[src/rtl/instr_fetch_unit.sv]
// Instruction fetch responder: turns a PC fetch address into a req/ack bus read,
// with a one-entry last-fetch buffer, misalignment trap and bus-timeout trap.
module instr_fetch_unit #(
  parameter int unsigned TIMEOUT = 255,
  parameter bit          BUF_EN  = 1'b1
) (
  input  logic        clk,
  input  logic        rst,
  input  logic [31:0] pc_addr,
  input  logic        fetch_en,
  input  logic        flush,
  output logic        iready,
  output logic [31:0] instr,
  output logic        fetch_fault,
  output logic        mem_req,
  output logic [31:0] mem_addr,
  input  logic        mem_ack,
  input  logic [31:0] mem_rdata
);

  localparam int unsigned CW = $clog2(TIMEOUT) + 1;

  typedef enum logic [1:0] {
    S_IDLE,
    S_REQ,
    S_RESP,
    S_FAULT
  } state_t;

  state_t        r_state;
  state_t        w_next;
  logic [31:0]   r_instr;
  logic [31:0]   r_mem_addr;
  logic [CW-1:0] r_cnt;
  logic          r_buf_valid;
  logic [31:0]   r_buf_addr;
  logic [31:0]   r_buf_data;

  logic          w_misal;
  logic          w_hit;
  logic          w_timeout;

  assign w_misal   = (pc_addr[1:0] != 2'b00);
  // A flush in the same cycle must not be allowed to hit on the stale entry.
  assign w_hit     = BUF_EN && r_buf_valid && !flush && (pc_addr == r_buf_addr);
  assign w_timeout = (r_cnt == CW'(TIMEOUT - 1));

  always_comb begin
    w_next = r_state;
    case (r_state)
      S_IDLE: begin
        if (fetch_en) begin
          if (w_misal)    w_next = S_FAULT;
          else if (w_hit) w_next = S_RESP;
          else            w_next = S_REQ;
        end
      end
      S_REQ: begin
        if (mem_ack)        w_next = S_RESP;
        else if (w_timeout) w_next = S_FAULT;
      end
      S_RESP:  w_next = S_IDLE;
      S_FAULT: if (flush) w_next = S_IDLE;
      default: w_next = S_IDLE;
    endcase
  end

  always_ff @(posedge clk or posedge rst) begin
    if (rst) r_state <= S_IDLE;
    else     r_state <= w_next;
  end

  always_ff @(posedge clk or posedge rst) begin
    if (rst) begin
      r_instr     <= '0;
      r_mem_addr  <= '0;
      r_cnt       <= '0;
      r_buf_valid <= 1'b0;
      r_buf_addr  <= '0;
      r_buf_data  <= '0;
    end else begin
      if (flush) r_buf_valid <= 1'b0;
      case (r_state)
        S_IDLE: begin
          if (fetch_en && !w_misal) begin
            if (w_hit) begin
              r_instr <= r_buf_data;
            end else begin
              r_mem_addr <= pc_addr;
              r_cnt      <= '0;
            end
          end
        end
        S_REQ: begin
          if (mem_ack) begin
            r_instr <= mem_rdata;
            if (BUF_EN && !flush) begin
              r_buf_addr  <= r_mem_addr;
              r_buf_data  <= mem_rdata;
              r_buf_valid <= 1'b1;
            end
          end else if (!w_timeout) begin
            r_cnt <= r_cnt + 1'b1;
          end
        end
        default: ;
      endcase
    end
  end

  assign iready      = (r_state == S_RESP);
  assign fetch_fault = (r_state == S_FAULT);
  assign mem_req     = (r_state == S_REQ);
  assign instr       = r_instr;
  assign mem_addr    = r_mem_addr;

endmodule

[config.mk]
export PLATFORM = sky130hd
export DESIGN_NAME = instr_fetch_unit
export DESIGN_NICKNAME = d
export VERILOG_FILES = /design/src/rtl/instr_fetch_unit.sv
export SDC_FILE = /design/constraint.sdc
export NUM_CORES = 1
export LEC_CHECK = 0
export ABC_AREA = 1
export CAP_MARGIN = 0
export CORE_ASPECT_RATIO = 1.75
export CORE_MARGIN = 1
export CORE_UTILIZATION = 48
export CTS_CLUSTER_DIAMETER = 80
export DETAILED_ROUTE_END_ITERATION = 12
export PLACE_DENSITY = 0.78
export SLEW_MARGIN = 30
export SYNTH_ARGS = -nofsm -noshare
export SYNTH_HDL_FRONTEND = slang
export SYNTH_SLANG_ARGS = --single-unit
[constraint.sdc]
create_clock -name clk -period 7 [get_ports clk]
set_clock_uncertainty 0.05 [all_clocks]
set_input_delay 1.75 -clock clk [delete_from_list [all_inputs] [get_ports clk]]
set_output_delay 1.75 -clock clk [all_outputs]
set_load 0.1 [all_outputs]
* Word level (Yosys, flattened, before mapping)
Cells that the tools add are included.
** Storage, ports and cells
- Bits of input ports :: 69
- Logic and storage cells :: 57
- Output and inout port bits :: 67
- Bits in registers :: 140
** Cells by class
- Muxes and demuxes :: 20
- Bitwise gates (word level) :: 2
- Reductions and logical operators :: 13
- Equal/unequal tests :: 14
- $add $sub $neg :: 1
** Operators with widths (count)
- 32-bit 2-to-1 mux :: 3
- 32-bit case mux with 2 select lines :: 1
- 9-bit 2-to-1 mux :: 4
- 32-bit == test :: 1
- 9-bit case mux with 2 select lines :: 1
- 2-bit inequality test, second input constant :: 7
- 2-bit 2-to-1 mux :: 6
- 9-bit by 1-bit adder with 9-bit output, second input constant :: 1
- 9-bit by 8-bit == test with 1-bit output, second input constant :: 1
- 3-bit AND reduction :: 3
- 2-bit case mux with 4 select lines :: 1
- 5-bit AND reduction :: 1
- 2-bit == test, second input constant :: 2
- 1-bit 2-to-1 mux :: 4
- 4-bit AND reduction :: 1
- 2-bit nonzero test :: 2
- 1-bit logical AND :: 3
- 3-bit by 1-bit inequality test with 1-bit output, second input constant :: 1
- 2-bit by 1-bit == test with 1-bit output, second input constant :: 1
- 1-bit zero test :: 2
- 2-bit zero test :: 1
- 2-bit by 1-bit inequality test with 1-bit output, second input constant :: 1
- 1-bit inverter :: 2

* Logic depth before layout (Yosys ltp)
- Depth in word-level cells :: 7
- Gate-level depth with buffers :: 14
- Gate-level depth less buffers :: 13

* Worst setup path before layout
OpenSTA, ideal clock, no wires.
- Kind :: register to output
- From :: register r_state[1]
- To :: output iready
- Path slack :: 3479 ps
- Path buffers :: 0
- Cell stages (with the launch flop) :: 3
- Data required time :: 5200 ps
- Arrival time :: 1721 ps
- Cell sequence :: dfrtp_1 > inv_1 > nor2_1
** On the way
- Cells in the longest elaborated chain, start to end :: 1
** RTL lines
- from (decl) :: line 30 : state_t r_state;
- from (signal assigned) :: line 70 : else r_state <= w_next;
- 2-bit == test :: line 111 : assign iready = (r_state == S_RESP);
- to (decl) :: line 12 : output logic iready,
No other way between the ends.

* Worst setup path in the final report
- From :: input pc_addr[9]
- To :: register r_cnt[0]
** On the way
- Cells in the longest elaborated chain, start to end :: 4
** RTL lines
- from (decl) :: line 9 : input logic [31:0] pc_addr,
- 32-bit == test :: line 45 : assign w_hit = BUF_EN && r_buf_valid && !flush && (pc_addr == r_buf_addr);
- 1-bit logical AND :: line 45
- 2-bit inequality test (no source line)
- 5-bit AND reduction (no source line)
- to (signal assigned) :: line 103 : r_cnt <= r_cnt + 1'b1;
- to (decl) :: line 34 : logic [CW-1:0] r_cnt;
No other way between the ends.
A chain may end at the register's enable or synchronous reset.

==> impl_metrics.tcl <==
set metrics [dict create \
    fmax_mhz 241.5 \
    drt-initial-drc-count 287 \
    pin_count 136 \
    synth_top_area_cell "dfrtp_1" \
    core_um2 13450 \
    maxSlewViolCount 0 \
    hold_viol 0 \
    placed_cells 1133 \
    min-delay-start "instr[1]" \
    final_cell_area_um2 8655 \
    insertion_delay_ns 0.41 \
    finalSetupViolCount 0 \
    fp-row-count 56 \
    yosysTopAreaCellShare_pct 52.62 \
    grt_first_pass_wirelength_um 27560 \
    htree_levels 4 \
    clk_path_buf_depth 2 \
    syn_area_per_cell_um2 7.778 \
    cp_max_fo 31 \
    cts-resized-gates 0 \
    crit_start "pc_addr[9]" \
    dp_hpwl_um 11610 \
    start_util_pct 49.49 \
    cap_viol_max_count 0 \
    path_clk_slew_ns 0.06 \
    grt_max_degree 106 \
    gp_congestion 0.9171 \
    nets 1049 \
    r2r_start "r_state[1]" \
    slowest_delay_ns 0.65 \
    slew_headroom_pct 31.89 \
    synth_area_um2 6658 \
    grt_setup_unrepaired "no" \
    route.detailed.drc 0 \
    num_antenna_cells 0 \
    grt_pass1_vias 5750 \
    die_h_um 157.8 \
    ys_seq_elements 140 \
    port-buffer-count 135 \
    p_per_area_nw_per_um2 548.9 \
    wl_um 16490 \
    synth_area_leaders "dfrtp_1, nand2_1, o21ai_0" \
    final.setup.tns_ns 0 \
    start_kind "primary input" \
    vias 5866 \
    crit_buf_inv 3 \
    ir_drop_mv 0.4016 \
    post_cts_buffers 0 \
    final_cells 1165 \
    fin_crit_sh_pct 59.16 \
    place_area_um2 8070 \
    grt_use_total_pct 24.57 \
    cts_hold_buf 0 \
    overflow 0 \
    ys_warn_count 0 \
    path_cells "clkdlybuf4s50_1 -> inv_1 -> nand2_1 -> nand4_1 -> nor2_1 -> nand2_1 -> nor2_1 -> nand3_1 -> nand2_1 -> buf_4 -> nand3_1 -> nand2_1" \
    outcome "complete, no violations" \
    crit_arrival_ns 4.44 \
    ant_nets 0 \
    wire_per_inst_um 14.16 \
    post_drt_via_cell_ratio 5.035 \
    cts-root-buf "clkbuf_16" \
    drive_gt1_share_pct 5.146 \
    hold_class "reg -> reg" \
    critPathTopFamily "simple AND/OR/NAND/NOR gates" \
    dr.pass1.iters 5 \
    syn-num-nets 927 \
    power.leakage_nw 4.419 \
    fin_crit_ns 4.141 \
    critPathSlowestCell "nand2_1" \
    fp.dieArea_um2 14360 \
    synthCells 856 \
    cts_tree "yes" \
    ys_seq_area_share_pct 52.62 \
    worst_pin_slew_ns 1.018 \
    die_w_um 91.03 \
    fill_cells 1147 \
    critPathKind "in -> reg" \
    syn_to_final_growth_pct 29.99 \
    end_kind "register" \
    antenna_found_initial 0 \
    numCtsBuffers 17 \
    cpMostUsedCell "nand2_1" \
    yosysUniqueCellTypes 31 \
    cp.required_ns 7.30 \
    cts_sinks 140 \
]
through the flow:
step                utilization (%)  power [mW]  hold WS, ns  worst slack (ns)
finish                        64.33       4.750       0.4183             2.859
global route                  64.33       5.022       0.4434             2.657
global placement              60.03       3.845       0.4024             2.537
floorplan                         -       3.300       0.4034             1.447
CTS                           64.30       4.775       0.4219             2.893
detailed placement            59.99       3.880       0.4078             2.487
routing by layer:
metal  global-route usage (%)  part of all wire [%]
met1                    26.36                    38
met2                    44.88                    53
met3                    4.851                   4.4
met4                    13.91                   4.7
met5                        0                     0
area by class of cell:
type	count	area [um^2]	area share, %
Clock buffer	22	464.2	5.364
Tap cell	174	217.7	2.516
Inverter	105	402.9	4.655
Timing Repair Buffer	140	1384	15.99
Clock inverter	10	116.4	1.345
Multi-Input combinational cell	574	2566	29.65
Sequential cell	140	3503	40.48
cell usage in the layout, fill, tap and decap left out, types with 3 or more instances in the layout:
cell	n
nand2_1	285
dfrtp_1	140
clkdlybuf4s50_1	134
inv_1	101
o21ai_0	95
nor2_1	68
nand3_1	50
a21oi_1	31
clkbuf_16	17
nand4_1	13
mux2_2	6
xnor2_1	5
buf_4	5
clkinv_2	4
nor3_1	4
clkbuf_1	3
clkinv_4	3
flip-flops by register name (all words and copies together) (netlist names):
register and count:
instr 32, mem_addr 32, r_buf_addr 32, r_buf_data 32, r_buf_valid 1, r_cnt 9
r_state 2
synthesized netlist by cell type (all sizes together):
master / instances
a211oi: 2
a21oi: 31
a31oi: 1
and3: 1
buf: 21
clkbuf: 16
dfrtp: 140
ha: 2
inv: 105
mux2: 6
nand2: 288
nand3: 51
nand4: 13
nor2: 69
nor3: 4
nor3b: 1
nor4: 1
o21ai: 97
or2: 1
xnor2: 5
xor2: 1
final timing paths:
path	end	slack [ns]	depth (start not counted)
min in group asynchronous	mem_addr[6]	1.82	2
max in group asynchronous	r_buf_data[28]	4.11	3
hold reg to reg	instr[1]	0.42	2
hold / removal	instr[1]	0.42	2
setup reg to reg	r_state[0]	4.26	7
setup / recovery	r_cnt[0]	2.86	12
kinds of logic after synthesis:
kind of cell | share of synthesized area [%]
and+or+nand+nor | 26.18
xor gates and xnor gates | 0.7893
buffers and inverters | 9.021
DFF | 52.62
AOI/OAI and AO/OA | 9.998
adders and majority gates | 0.3758
muxes | 1.015
worst min-delay path, stage by stage (launching register included):
cell     delay, ns
dfrtp_1       0.34
nand2_1       0.05
nand2_1       0.05
report_power, final:
group	switching, mW	internal [mW]	leakage [nW]
Clock	0.335	0.543	0.280
Combinational	1.89	0.607	2.39
Sequential	0.223	1.15	1.75
Total	2.45	2.30	4.42
Power figures use the tool's default switching activity.
